`src/rtl/mem_bus_pkg.sv`:
```
// Shared types and constants for the two-master memory bus arbiter.
// Latency: n/a (declarations only).
// Backpressure: n/a (declarations only).
package mem_bus_pkg;

  typedef enum logic [1:0] {
    IDLE   = 2'd0,
    ACCESS = 2'd1,
    DONE   = 2'd2
  } state_t;

  // Wait-state counter: up to 15 extra ACCESS cycles per region.
  localparam int WS_W = 4;
  typedef logic [WS_W-1:0] ws_t;

  // Region codes taken from addr[13:11]; codes 3..7 are unmapped.
  localparam logic [2:0] REG_ROM = 3'd0;
  localparam logic [2:0] REG_RAM = 3'd1;
  localparam logic [2:0] REG_OUT = 3'd2;

  localparam logic [31:0] UNMAPPED_RDATA = 32'h0;

endpackage

```
`src/rtl/mem_bus_arbiter_if.sv`:
```
// Bundles both master request ports and the shared slave bus.
// Latency: n/a (wires only).
// Backpressure: req is held by a master until its one-cycle ready pulse.
// Modports:
//   master - the arbiter side: owns the slave bus and the mN_rdata/ready/err returns
//   slave  - the environment side: the two requesters plus the slave read data
interface mem_bus_arbiter_if;

  logic        m0_req;
  logic        m0_we;
  logic [31:0] m0_addr;
  logic [31:0] m0_wdata;
  logic [31:0] m0_rdata;
  logic        m0_ready;
  logic        m0_err;

  logic        m1_req;
  logic        m1_we;
  logic [31:0] m1_addr;
  logic [31:0] m1_wdata;
  logic [31:0] m1_rdata;
  logic        m1_ready;
  logic        m1_err;

  logic [31:0] mem_addr;
  logic [31:0] mem_wdata;
  logic [31:0] mem_rdata;
  logic        mem_re;
  logic        mem_we;
  logic        nce_rom;
  logic        nce_ram;
  logic        nce_out;
  logic        grant;

  modport master (
    input  m0_req, m0_we, m0_addr, m0_wdata,
    input  m1_req, m1_we, m1_addr, m1_wdata,
    input  mem_rdata,
    output m0_rdata, m0_ready, m0_err,
    output m1_rdata, m1_ready, m1_err,
    output mem_addr, mem_wdata, mem_re, mem_we,
    output nce_rom, nce_ram, nce_out, grant
  );

  modport slave (
    output m0_req, m0_we, m0_addr, m0_wdata,
    output m1_req, m1_we, m1_addr, m1_wdata,
    output mem_rdata,
    input  m0_rdata, m0_ready, m0_err,
    input  m1_rdata, m1_ready, m1_err,
    input  mem_addr, mem_wdata, mem_re, mem_we,
    input  nce_rom, nce_ram, nce_out, grant
  );

endinterface

```
`src/rtl/mem_region_decode.sv`:
```
// Region decoder: addr[13:11] -> active-low chip enables, wait states, unmapped flag.
// Latency: combinational.
// Backpressure: none.
// Ports: region (addr[13:11]) in; nce_rom/nce_ram/nce_out, ws, unmapped out.
module mem_region_decode
  import mem_bus_pkg::*;
#(
  parameter int ROM_WS = 0,
  parameter int RAM_WS = 1,
  parameter int OUT_WS = 0
) (
  input  logic [2:0] region,
  output logic       nce_rom,
  output logic       nce_ram,
  output logic       nce_out,
  output ws_t        ws,
  output logic       unmapped
);

  always_comb begin
    nce_rom  = 1'b1;
    nce_ram  = 1'b1;
    nce_out  = 1'b1;
    ws       = '0;
    unmapped = 1'b0;
    case (region)
      REG_ROM: begin
        nce_rom = 1'b0;
        ws      = ws_t'(ROM_WS);
      end
      REG_RAM: begin
        nce_ram = 1'b0;
        ws      = ws_t'(RAM_WS);
      end
      REG_OUT: begin
        nce_out = 1'b0;
        ws      = ws_t'(OUT_WS);
      end
      // Unmapped: no enable, single ACCESS cycle.
      default: unmapped = 1'b1;
    endcase
  end

endmodule

```
`src/rtl/mem_bus_arbiter.sv`:
```
// Two-master arbiter/sequencer for the shared ROM/RAM/output bus (m0 = CPU, m1 = loader).
// Latency: req seen at edge T -> mN_ready in cycle T+2+WS; one transaction per 3+WS cycles.
// Backpressure: a master holds req until its ready pulse; losers simply wait in IDLE.
// Ports: clk, rst (sync, active-high); bus (mem_bus_arbiter_if.master) carries both
//   master request/response groups and the shared slave bus.
// Build option: ARB_ROUND_ROBIN_EN selects round-robin on simultaneous requests;
//   undefined gives fixed priority with m0 always winning.
module mem_bus_arbiter
  import mem_bus_pkg::*;
#(
  parameter int ROM_WS = 0,
  parameter int RAM_WS = 1,
  parameter int OUT_WS = 0
) (
  input  logic               clk,
  input  logic               rst,
  mem_bus_arbiter_if.master  bus
);

  state_t      state_q, state_d;
  logic        grant_q, grant_d;
  logic        we_q, we_d;
  logic        unmapped_q, unmapped_d;
  ws_t         cnt_q, cnt_d;
  logic [31:0] addr_q, addr_d;
  logic [31:0] wdata_q, wdata_d;
  logic        re_q, re_d;
  logic        wr_q, wr_d;
  logic        nce_rom_q, nce_rom_d;
  logic        nce_ram_q, nce_ram_d;
  logic        nce_out_q, nce_out_d;
  logic [31:0] rdata0_q, rdata0_d;
  logic [31:0] rdata1_q, rdata1_d;
  logic        ready0_q, ready0_d;
  logic        ready1_q, ready1_d;
  logic        err0_q, err0_d;
  logic        err1_q, err1_d;

  logic        sel;
  logic        sel_we;
  logic [31:0] sel_addr;
  logic [31:0] sel_wdata;
  logic        dec_nce_rom, dec_nce_ram, dec_nce_out, dec_unmapped;
  ws_t         dec_ws;

  // Winner selection; only meaningful when at least one req is high.
  always_comb begin
`ifdef ARB_ROUND_ROBIN_EN
    sel = (bus.m0_req && bus.m1_req) ? ~grant_q : bus.m1_req;
`else
    sel = ~bus.m0_req;
`endif
    sel_we    = sel ? bus.m1_we    : bus.m0_we;
    sel_addr  = sel ? bus.m1_addr  : bus.m0_addr;
    sel_wdata = sel ? bus.m1_wdata : bus.m0_wdata;
  end

  mem_region_decode #(
    .ROM_WS (ROM_WS),
    .RAM_WS (RAM_WS),
    .OUT_WS (OUT_WS)
  ) u_decode (
    .region   (sel_addr[13:11]),
    .nce_rom  (dec_nce_rom),
    .nce_ram  (dec_nce_ram),
    .nce_out  (dec_nce_out),
    .ws       (dec_ws),
    .unmapped (dec_unmapped)
  );

  always_ff @(posedge clk) begin
    if (rst) begin
      state_q    <= IDLE;
      grant_q    <= 1'b0;
      we_q       <= 1'b0;
      unmapped_q <= 1'b0;
      cnt_q      <= '0;
      addr_q     <= '0;
      wdata_q    <= '0;
      re_q       <= 1'b0;
      wr_q       <= 1'b0;
      nce_rom_q  <= 1'b1;
      nce_ram_q  <= 1'b1;
      nce_out_q  <= 1'b1;
      rdata0_q   <= '0;
      rdata1_q   <= '0;
      ready0_q   <= 1'b0;
      ready1_q   <= 1'b0;
      err0_q     <= 1'b0;
      err1_q     <= 1'b0;
    end else begin
      state_q    <= state_d;
      grant_q    <= grant_d;
      we_q       <= we_d;
      unmapped_q <= unmapped_d;
      cnt_q      <= cnt_d;
      addr_q     <= addr_d;
      wdata_q    <= wdata_d;
      re_q       <= re_d;
      wr_q       <= wr_d;
      nce_rom_q  <= nce_rom_d;
      nce_ram_q  <= nce_ram_d;
      nce_out_q  <= nce_out_d;
      rdata0_q   <= rdata0_d;
      rdata1_q   <= rdata1_d;
      ready0_q   <= ready0_d;
      ready1_q   <= ready1_d;
      err0_q     <= err0_d;
      err1_q     <= err1_d;
    end
  end

  // Next-state and next-output logic; every bus output is a register, so the
  // values computed here appear on the bus one cycle later.
  always_comb begin
    state_d    = state_q;
    grant_d    = grant_q;
    we_d       = we_q;
    unmapped_d = unmapped_q;
    cnt_d      = cnt_q;
    addr_d     = addr_q;
    wdata_d    = wdata_q;
    re_d       = 1'b0;
    wr_d       = 1'b0;
    nce_rom_d  = 1'b1;
    nce_ram_d  = 1'b1;
    nce_out_d  = 1'b1;
    rdata0_d   = rdata0_q;
    rdata1_d   = rdata1_q;
    ready0_d   = 1'b0;
    ready1_d   = 1'b0;
    err0_d     = 1'b0;
    err1_d     = 1'b0;

    unique case (state_q)
      IDLE: begin
        if (bus.m0_req || bus.m1_req) begin
          state_d    = ACCESS;
          grant_d    = sel;
          we_d       = sel_we;
          addr_d     = sel_addr;
          wdata_d    = sel_wdata;
          unmapped_d = dec_unmapped;
          cnt_d      = dec_ws;
          nce_rom_d  = dec_nce_rom;
          nce_ram_d  = dec_nce_ram;
          nce_out_d  = dec_nce_out;
          re_d       = !sel_we && !dec_unmapped;
          // With zero wait states the first ACCESS cycle is also the last.
          wr_d       = sel_we && !dec_unmapped && (dec_ws == '0);
        end
      end
      ACCESS: begin
        if (cnt_q == '0) begin
          state_d = DONE;
          // Writes (mapped or not) leave the master's read data untouched.
          if (grant_q) begin
            ready1_d = 1'b1;
            err1_d   = unmapped_q;
            if (!we_q) rdata1_d = unmapped_q ? UNMAPPED_RDATA : bus.mem_rdata;
          end else begin
            ready0_d = 1'b1;
            err0_d   = unmapped_q;
            if (!we_q) rdata0_d = unmapped_q ? UNMAPPED_RDATA : bus.mem_rdata;
          end
        end else begin
          cnt_d     = cnt_q - ws_t'(1);
          nce_rom_d = nce_rom_q;
          nce_ram_d = nce_ram_q;
          nce_out_d = nce_out_q;
          re_d      = re_q;
          wr_d      = we_q && !unmapped_q && (cnt_q == ws_t'(1));
        end
      end
      DONE: state_d = IDLE;
      default: state_d = IDLE;
    endcase
  end

  assign bus.mem_addr  = addr_q;
  assign bus.mem_wdata = wdata_q;
  assign bus.mem_re    = re_q;
  assign bus.mem_we    = wr_q;
  assign bus.nce_rom   = nce_rom_q;
  assign bus.nce_ram   = nce_ram_q;
  assign bus.nce_out   = nce_out_q;
  assign bus.grant     = grant_q;
  assign bus.m0_rdata  = rdata0_q;
  assign bus.m1_rdata  = rdata1_q;
  assign bus.m0_ready  = ready0_q;
  assign bus.m1_ready  = ready1_q;
  assign bus.m0_err    = err0_q;
  assign bus.m1_err    = err1_q;

endmodule

```
`src/flat_wrapper.sv`:
```
// flat-port wrapper written by rule: the top's interface ports become plain ports
module mem_bus_arbiter_flat import mem_bus_pkg::*;
#(
  parameter int ROM_WS = 0,
  parameter int RAM_WS = 1,
  parameter int OUT_WS = 0
)
  (clk, rst, bus_m0_req, bus_m0_we, bus_m0_addr, bus_m0_wdata, bus_m1_req, bus_m1_we, bus_m1_addr, bus_m1_wdata, bus_mem_rdata, bus_m0_rdata, bus_m0_ready, bus_m0_err, bus_m1_rdata, bus_m1_ready, bus_m1_err, bus_mem_addr, bus_mem_wdata, bus_mem_re, bus_mem_we, bus_nce_rom, bus_nce_ram, bus_nce_out, bus_grant);
  mem_bus_arbiter_if bus_i ();
  input  logic clk;
  input  logic rst;
  input wire logic [$bits(bus_i.m0_req)-1:0] bus_m0_req;
  input wire logic [$bits(bus_i.m0_we)-1:0] bus_m0_we;
  input wire logic [$bits(bus_i.m0_addr)-1:0] bus_m0_addr;
  input wire logic [$bits(bus_i.m0_wdata)-1:0] bus_m0_wdata;
  input wire logic [$bits(bus_i.m1_req)-1:0] bus_m1_req;
  input wire logic [$bits(bus_i.m1_we)-1:0] bus_m1_we;
  input wire logic [$bits(bus_i.m1_addr)-1:0] bus_m1_addr;
  input wire logic [$bits(bus_i.m1_wdata)-1:0] bus_m1_wdata;
  input wire logic [$bits(bus_i.mem_rdata)-1:0] bus_mem_rdata;
  output wire logic [$bits(bus_i.m0_rdata)-1:0] bus_m0_rdata;
  output wire logic [$bits(bus_i.m0_ready)-1:0] bus_m0_ready;
  output wire logic [$bits(bus_i.m0_err)-1:0] bus_m0_err;
  output wire logic [$bits(bus_i.m1_rdata)-1:0] bus_m1_rdata;
  output wire logic [$bits(bus_i.m1_ready)-1:0] bus_m1_ready;
  output wire logic [$bits(bus_i.m1_err)-1:0] bus_m1_err;
  output wire logic [$bits(bus_i.mem_addr)-1:0] bus_mem_addr;
  output wire logic [$bits(bus_i.mem_wdata)-1:0] bus_mem_wdata;
  output wire logic [$bits(bus_i.mem_re)-1:0] bus_mem_re;
  output wire logic [$bits(bus_i.mem_we)-1:0] bus_mem_we;
  output wire logic [$bits(bus_i.nce_rom)-1:0] bus_nce_rom;
  output wire logic [$bits(bus_i.nce_ram)-1:0] bus_nce_ram;
  output wire logic [$bits(bus_i.nce_out)-1:0] bus_nce_out;
  output wire logic [$bits(bus_i.grant)-1:0] bus_grant;
  assign bus_i.m0_req = bus_m0_req;
  assign bus_i.m0_we = bus_m0_we;
  assign bus_i.m0_addr = bus_m0_addr;
  assign bus_i.m0_wdata = bus_m0_wdata;
  assign bus_i.m1_req = bus_m1_req;
  assign bus_i.m1_we = bus_m1_we;
  assign bus_i.m1_addr = bus_m1_addr;
  assign bus_i.m1_wdata = bus_m1_wdata;
  assign bus_i.mem_rdata = bus_mem_rdata;
  assign bus_m0_rdata = bus_i.m0_rdata;
  assign bus_m0_ready = bus_i.m0_ready;
  assign bus_m0_err = bus_i.m0_err;
  assign bus_m1_rdata = bus_i.m1_rdata;
  assign bus_m1_ready = bus_i.m1_ready;
  assign bus_m1_err = bus_i.m1_err;
  assign bus_mem_addr = bus_i.mem_addr;
  assign bus_mem_wdata = bus_i.mem_wdata;
  assign bus_mem_re = bus_i.mem_re;
  assign bus_mem_we = bus_i.mem_we;
  assign bus_nce_rom = bus_i.nce_rom;
  assign bus_nce_ram = bus_i.nce_ram;
  assign bus_nce_out = bus_i.nce_out;
  assign bus_grant = bus_i.grant;
  mem_bus_arbiter #(.ROM_WS(ROM_WS), .RAM_WS(RAM_WS), .OUT_WS(OUT_WS)) u_core (.clk(clk), .rst(rst), .bus(bus_i));
endmodule
```
`config.mk`:
```
export PLATFORM = sky130hd
export DESIGN_NAME = mem_bus_arbiter_flat
export DESIGN_NICKNAME = d
export VERILOG_FILES = /design/src/rtl/mem_bus_pkg.sv /design/src/rtl/mem_bus_arbiter_if.sv /design/src/rtl/mem_region_decode.sv /design/src/rtl/mem_bus_arbiter.sv /design/src/flat_wrapper.sv
export SDC_FILE = /design/constraint.sdc
export NUM_CORES = 1
export LEC_CHECK = 0
export CAP_MARGIN = 20
export CORE_UTILIZATION = 25
export DETAILED_ROUTE_END_ITERATION = 16
export PLACE_DENSITY_LB_ADDON = 0.08
export SETUP_SLACK_MARGIN = 0.15
export SLEW_MARGIN = 20
export SYNTH_ARGS = -nofsm -noshare
export SYNTH_HDL_FRONTEND = slang
export SYNTH_HIERARCHICAL = 1
export SYNTH_SLANG_ARGS = --single-unit
```
`constraint.sdc`:
```
create_clock -name clk -period 3.7 [get_ports clk]
set_clock_uncertainty 0.1 [all_clocks]
set_input_delay 1.11 -clock clk [delete_from_list [all_inputs] [get_ports clk]]
set_output_delay 1.11 -clock clk [all_outputs]
set_load 0.05 [all_outputs]
```
==> Implementation_results.wiki <==
{| class="wikitable"
! Metric !! Value
|-
| Placer's final routability congestion estimate || 0.753
|-
| Cell area after synthesis || 6110 µm²
|-
| Number of remaining DRC errors || 0
|-
| Fmax achieved || 329 MHz
|-
| Drt first-iter violations || 192
|-
| IO Port Bufs || 303
|-
| RSZ-0062 raised after global routing || false
|-
| Hold violation total from the final report || 0
|-
| Hold path startpoint || u_core/bus.m0_rdata[18]$_SDFFE_PP0P_
|-
| Buffer and inverter count on the worst path || 1
|-
| Final worst path period share || 82.0%
|-
| Critical path cell sequence || clkdlybuf4s50_1
|-
| Reg2Reg Launch Point || u_core/state_q[0]$_SDFFE_PP0P_
|-
| Count of inserted antenna diode cells || 0
|-
| X dimension of the die || 158 µm
|-
| Remaining max-slew budget at the tightest pin || 56.9%
|-
| Met3 Track Usage GR || 6.37%
|-
| Global-route wire length before repair || 31300 µm
|-
| Top FF cell, synth || dfxtp_1
|-
| Gate family responsible for the most delay along the worst path || buffers and inverters
|-
| Busiest layer in global routing || met2
|-
| P_sw || 0.00199 W
|-
| Pin count of the biggest net entering global routing || 73
|-
| Comb pwr share || 33.0%
|-
| Power density over cell area || 551 nW/µm²
|-
| Post-layout net count || 1144
|-
| R2r setup slk || 1.53 ns
|-
| Syn. warnings || 6
|-
| Clock power frac || 32.8%
|-
| Final routed wirelength across all metal layers || 20500 µm
|-
| Post-synth EDFFs || 0
|-
| Run status || finished clean
|-
| Sequential fraction of the synthesis area || 47.8%
|-
| Endpoint kind of the worst setup timing path || primary output
|-
| Max incr delay on CP || 0.91 ns
|-
| Data required time of the worst path || 2.49 ns
|-
| Capture endpoint of the worst hold path || u_core/bus.m0_rdata[18]$_SDFFE_PP0P_
|-
| Number of standard-cell rows in the floorplan || 56
|-
| Critical-path top delay cell || clkdlybuf4s50_1
|-
| Post-CTS resize count || 0
|-
| Half-perimeter wire length after placement || 14600 µm
|-
| Number of antenna violations at the first check in global routing || 0
|-
| Clock latency on the worst-skew pair || 0.42 ns
|-
| Number of iterations in the first detailed-routing pass || 4
|-
| Worst voltage drop across the vdd grid || 0.255 mV
|-
| Worst slew pin tran || 0.641 ns
|-
| Total Negative Setup Slacks || 0 ns
|-
| FF+latch count, synth || 146
|-
| CTS Root Buffer Type || clkbuf_16
|-
| Min-Delay Path Depth || 2
|-
| Maximum fanout along the worst path || 6
|-
| Element type at the critical path start || flip-flop
|-
| Filler instances || 2536
|-
| Detailed-route via count || 5706
|-
| Post-CTS Setup Inserts || 0
|-
| Synthesized area per cell || 8.71 µm²
|-
| Post-synthesis cell count || 701
|-
| Max Transition Viols Final || 0
|-
| GR Util met1 || 21.3%
|-
| Number of nets with antenna violations after routing || 0
|-
| Sinks on Clock Net || 146
|-
| Final count of negative-setup-slack endpoints || 0
|-
| Critical path data arrival time || 1.83 ns
|-
| Number of maximum-capacitance violations || 0
|-
| P_int || 0.00349 W
|-
| Overall power after layout || 0.00548 W
|-
| Initial core utilization || 25.8%
|-
| Vias per inst || 4.36
|-
| Number of levels the H-tree was split into || 4
|-
| Remaining Overflow, GRT || 0
|-
| Clock-pin transition on the worst setup and hold timing paths || 0.06 ns
|-
| Number of primary I/O pins || 304
|-
| Leakage || 3.65 nW
|-
| Count of distinct cell types in the synthesized netlist || 37
|-
| Total clock buffers created by CTS || 17
|-
| GR met2 Demand/Resource || 25.5%
|-
| Vias in the first global route || 5504
|-
| R2R Path End || u_core/bus.m0_rdata[19]$_SDFFE_PP0P_
|-
| Async set or reset register ratio after synthesis || 0%
|-
| Placeable Area || 23700 µm²
|-
| Time the worst path needs with I/O delays and setup || 3.04 ns
|-
| Aggregate global-route resource usage || 16.6%
|-
| Worst R2R Path Depth || 4
|-
| Clock tree from TritonCTS || done
|-
| Max Buffers Root-to-Sink || 2
|-
| Hold-fix buffers, CTS || 0
|-
| Final-layout worst hold slack || 0.352 ns
|-
| WL per Instance || 15.7 µm
|-
| Overall die area || 25100 µm²
|-
| DIE HEIGHT || 158 µm
|-
| Ratio of cells with drive above 1 in the final layout || 5.36%
|-
| Switch share || 36.3%
|-
| Power share of the sequential group || 34.2%
|-
| Hold Path Class || reg -> reg
|-
| Crit Path Class || reg -> out
|-
| Layout Area Growth over Synthesis || 62.8%
|}
[area by class of cell]
type,count,area [µm²],share of cell area (%)
clock buffer,19,433,4.35
clock inverter,13,174,1.75
inverter,3,11.3,0.113
multi-input combinational,495,2880,28.9
sequential,146,2920,29.4
tap,319,399,4.01
timing repair buffer,313,3130,31.5
[flip-flops by register name, indices dropped and copies added (netlist names), 2 cells and up]
name	flops
u_core/bus.m0_rdata	32
u_core/bus.m1_rdata	32
u_core/bus.mem_addr	32
u_core/bus.mem_wdata	32
u_core/cnt_q	4
u_core/state_q	2
[Yosys cell counts, types with 2 or more instances]
master,number,share of area (%)
dfxtp_1,146,48
nand2_1,134,8.2
nor2_1,78,4.8
a21oi_1,70,5.7
a211oi_1,63,7.7
mux2i_1,61,10
nor2b_1,33,3.4
clkbuf_1,30,1.8
buf_2,11,0.90
buf_6,9,1.7
buf_1,6,0.37
nor3_1,6,0.49
nand2b_1,5,0.51
and2_1,4,0.41
mux2_2,4,0.74
nor4_1,4,0.41
buf_4,3,0.37
inv_1,3,0.18
o21ai_0,3,0.25
o22ai_1,3,0.31
or3b_1,3,0.43
ha_1,2,0.41
nor4_4,2,0.70
o21ai_1,2,0.16
o2bb2ai_1,2,0.29
or3_1,2,0.20
or4_4,2,0.37
[power by group through the flow]
stage	Combinational (W)	Sequential (W)	Clock, W
detailed placement	0.00183	0.00190	0
global route	0.00194	0.00190	0.00192
global placement	0.00183	0.00190	0
finish	0.00181	0.00187	0.00180
CTS	0.00183	0.00187	0.00185
floorplan	0.000593	0.00247	0
[worst register-to-register path: cells and delay by family (launching register included)]
kind            cells  cell delay [ns]
simple gates        3             1.49
flops               1             0.40
compound gates      1             0.07
[metal layers]
layer / vias to the layer above / routed length [µm]
met4: 0 / 208
met3: 12 / 1870
met5: - / 0
met2: 201 / 9150
met1: 2540 / 9260
li1: 2953 / -
[worst max-delay path by stage]
| stage | from | to | slack, ns | cells past startpoint |
|---|---|---|---|---|
| after detailed placement | bus_m0_req | u_core/bus.mem_addr[6]$_SDFFE_PP0P_ | 0.68 | 7 |
| after global routing | u_core/bus.grant$_SDFFE_PP0P_ | bus_grant | 0.58 | 1 |
| after CTS | u_core/bus.grant$_SDFFE_PP0P_ | bus_grant | 0.62 | 1 |
| final | u_core/bus.grant$_SDFFE_PP0P_ | bus_grant | 0.66 | 1 |
| after global placement | bus_m0_req | u_core/bus.mem_addr[30]$_SDFFE_PP0P_ | 0.72 | 7 |
| after floorplan | bus_m0_req | u_core/bus.mem_we$_SDFF_PP0_ | 0.90 | 8 |
[per-stage QoR]
stage	util [%]	area, µm²	worst slack [ns]	cells
detailed placement	39.4	9340	0.677	1276
global route	42.0	9940	0.575	1308
floorplan	-	6120	0.905	703
global placement	39.4	9340	0.723	1276
finish	42.0	9940	0.665	1308
CTS	42.0	9940	0.623	1308
[cell families (layout without fill, tap and decap cells)]
| logic type | Yosys count | count (layout) | share of synthesized area (%) |
|---|---|---|---|
| adder cells (fa/ha/maj) | 2 | 2 | 0.410 |
| AO/OA/AOI/OAI | 148 | 148 | 15.2 |
| multiplexers | 65 | 65 | 10.7 |
| flip-flops | 146 | 146 | 47.8 |
| buffers and inverters | 62 | 348 | 5.33 |
| other | 1 | 3 | 0.0614 |
| AND/OR/NAND/NOR | 277 | 277 | 20.4 |
[placed cells by master, fill, tap and decap left out, drive strengths merged, types with 2 or more instances in the layout]
cell	count
a211oi	63
clkinvlp	3
mux2i	61
conb	3
bufinv	3
nor4	6
nand2	134
or3	2
buf	12
nand2b	5
nor3	6
or4	2
nor2	78
o21ai	5
clkbuf	19
or3b	4
o2bb2ai	2
o22ai	3
clkinv	3
dfxtp	146
inv	7
ha	2
a21oi	70
nor2b	33
clkdlybuf4s50	301
and2	4
mux2	4
(Power assumes the default switching activity.)
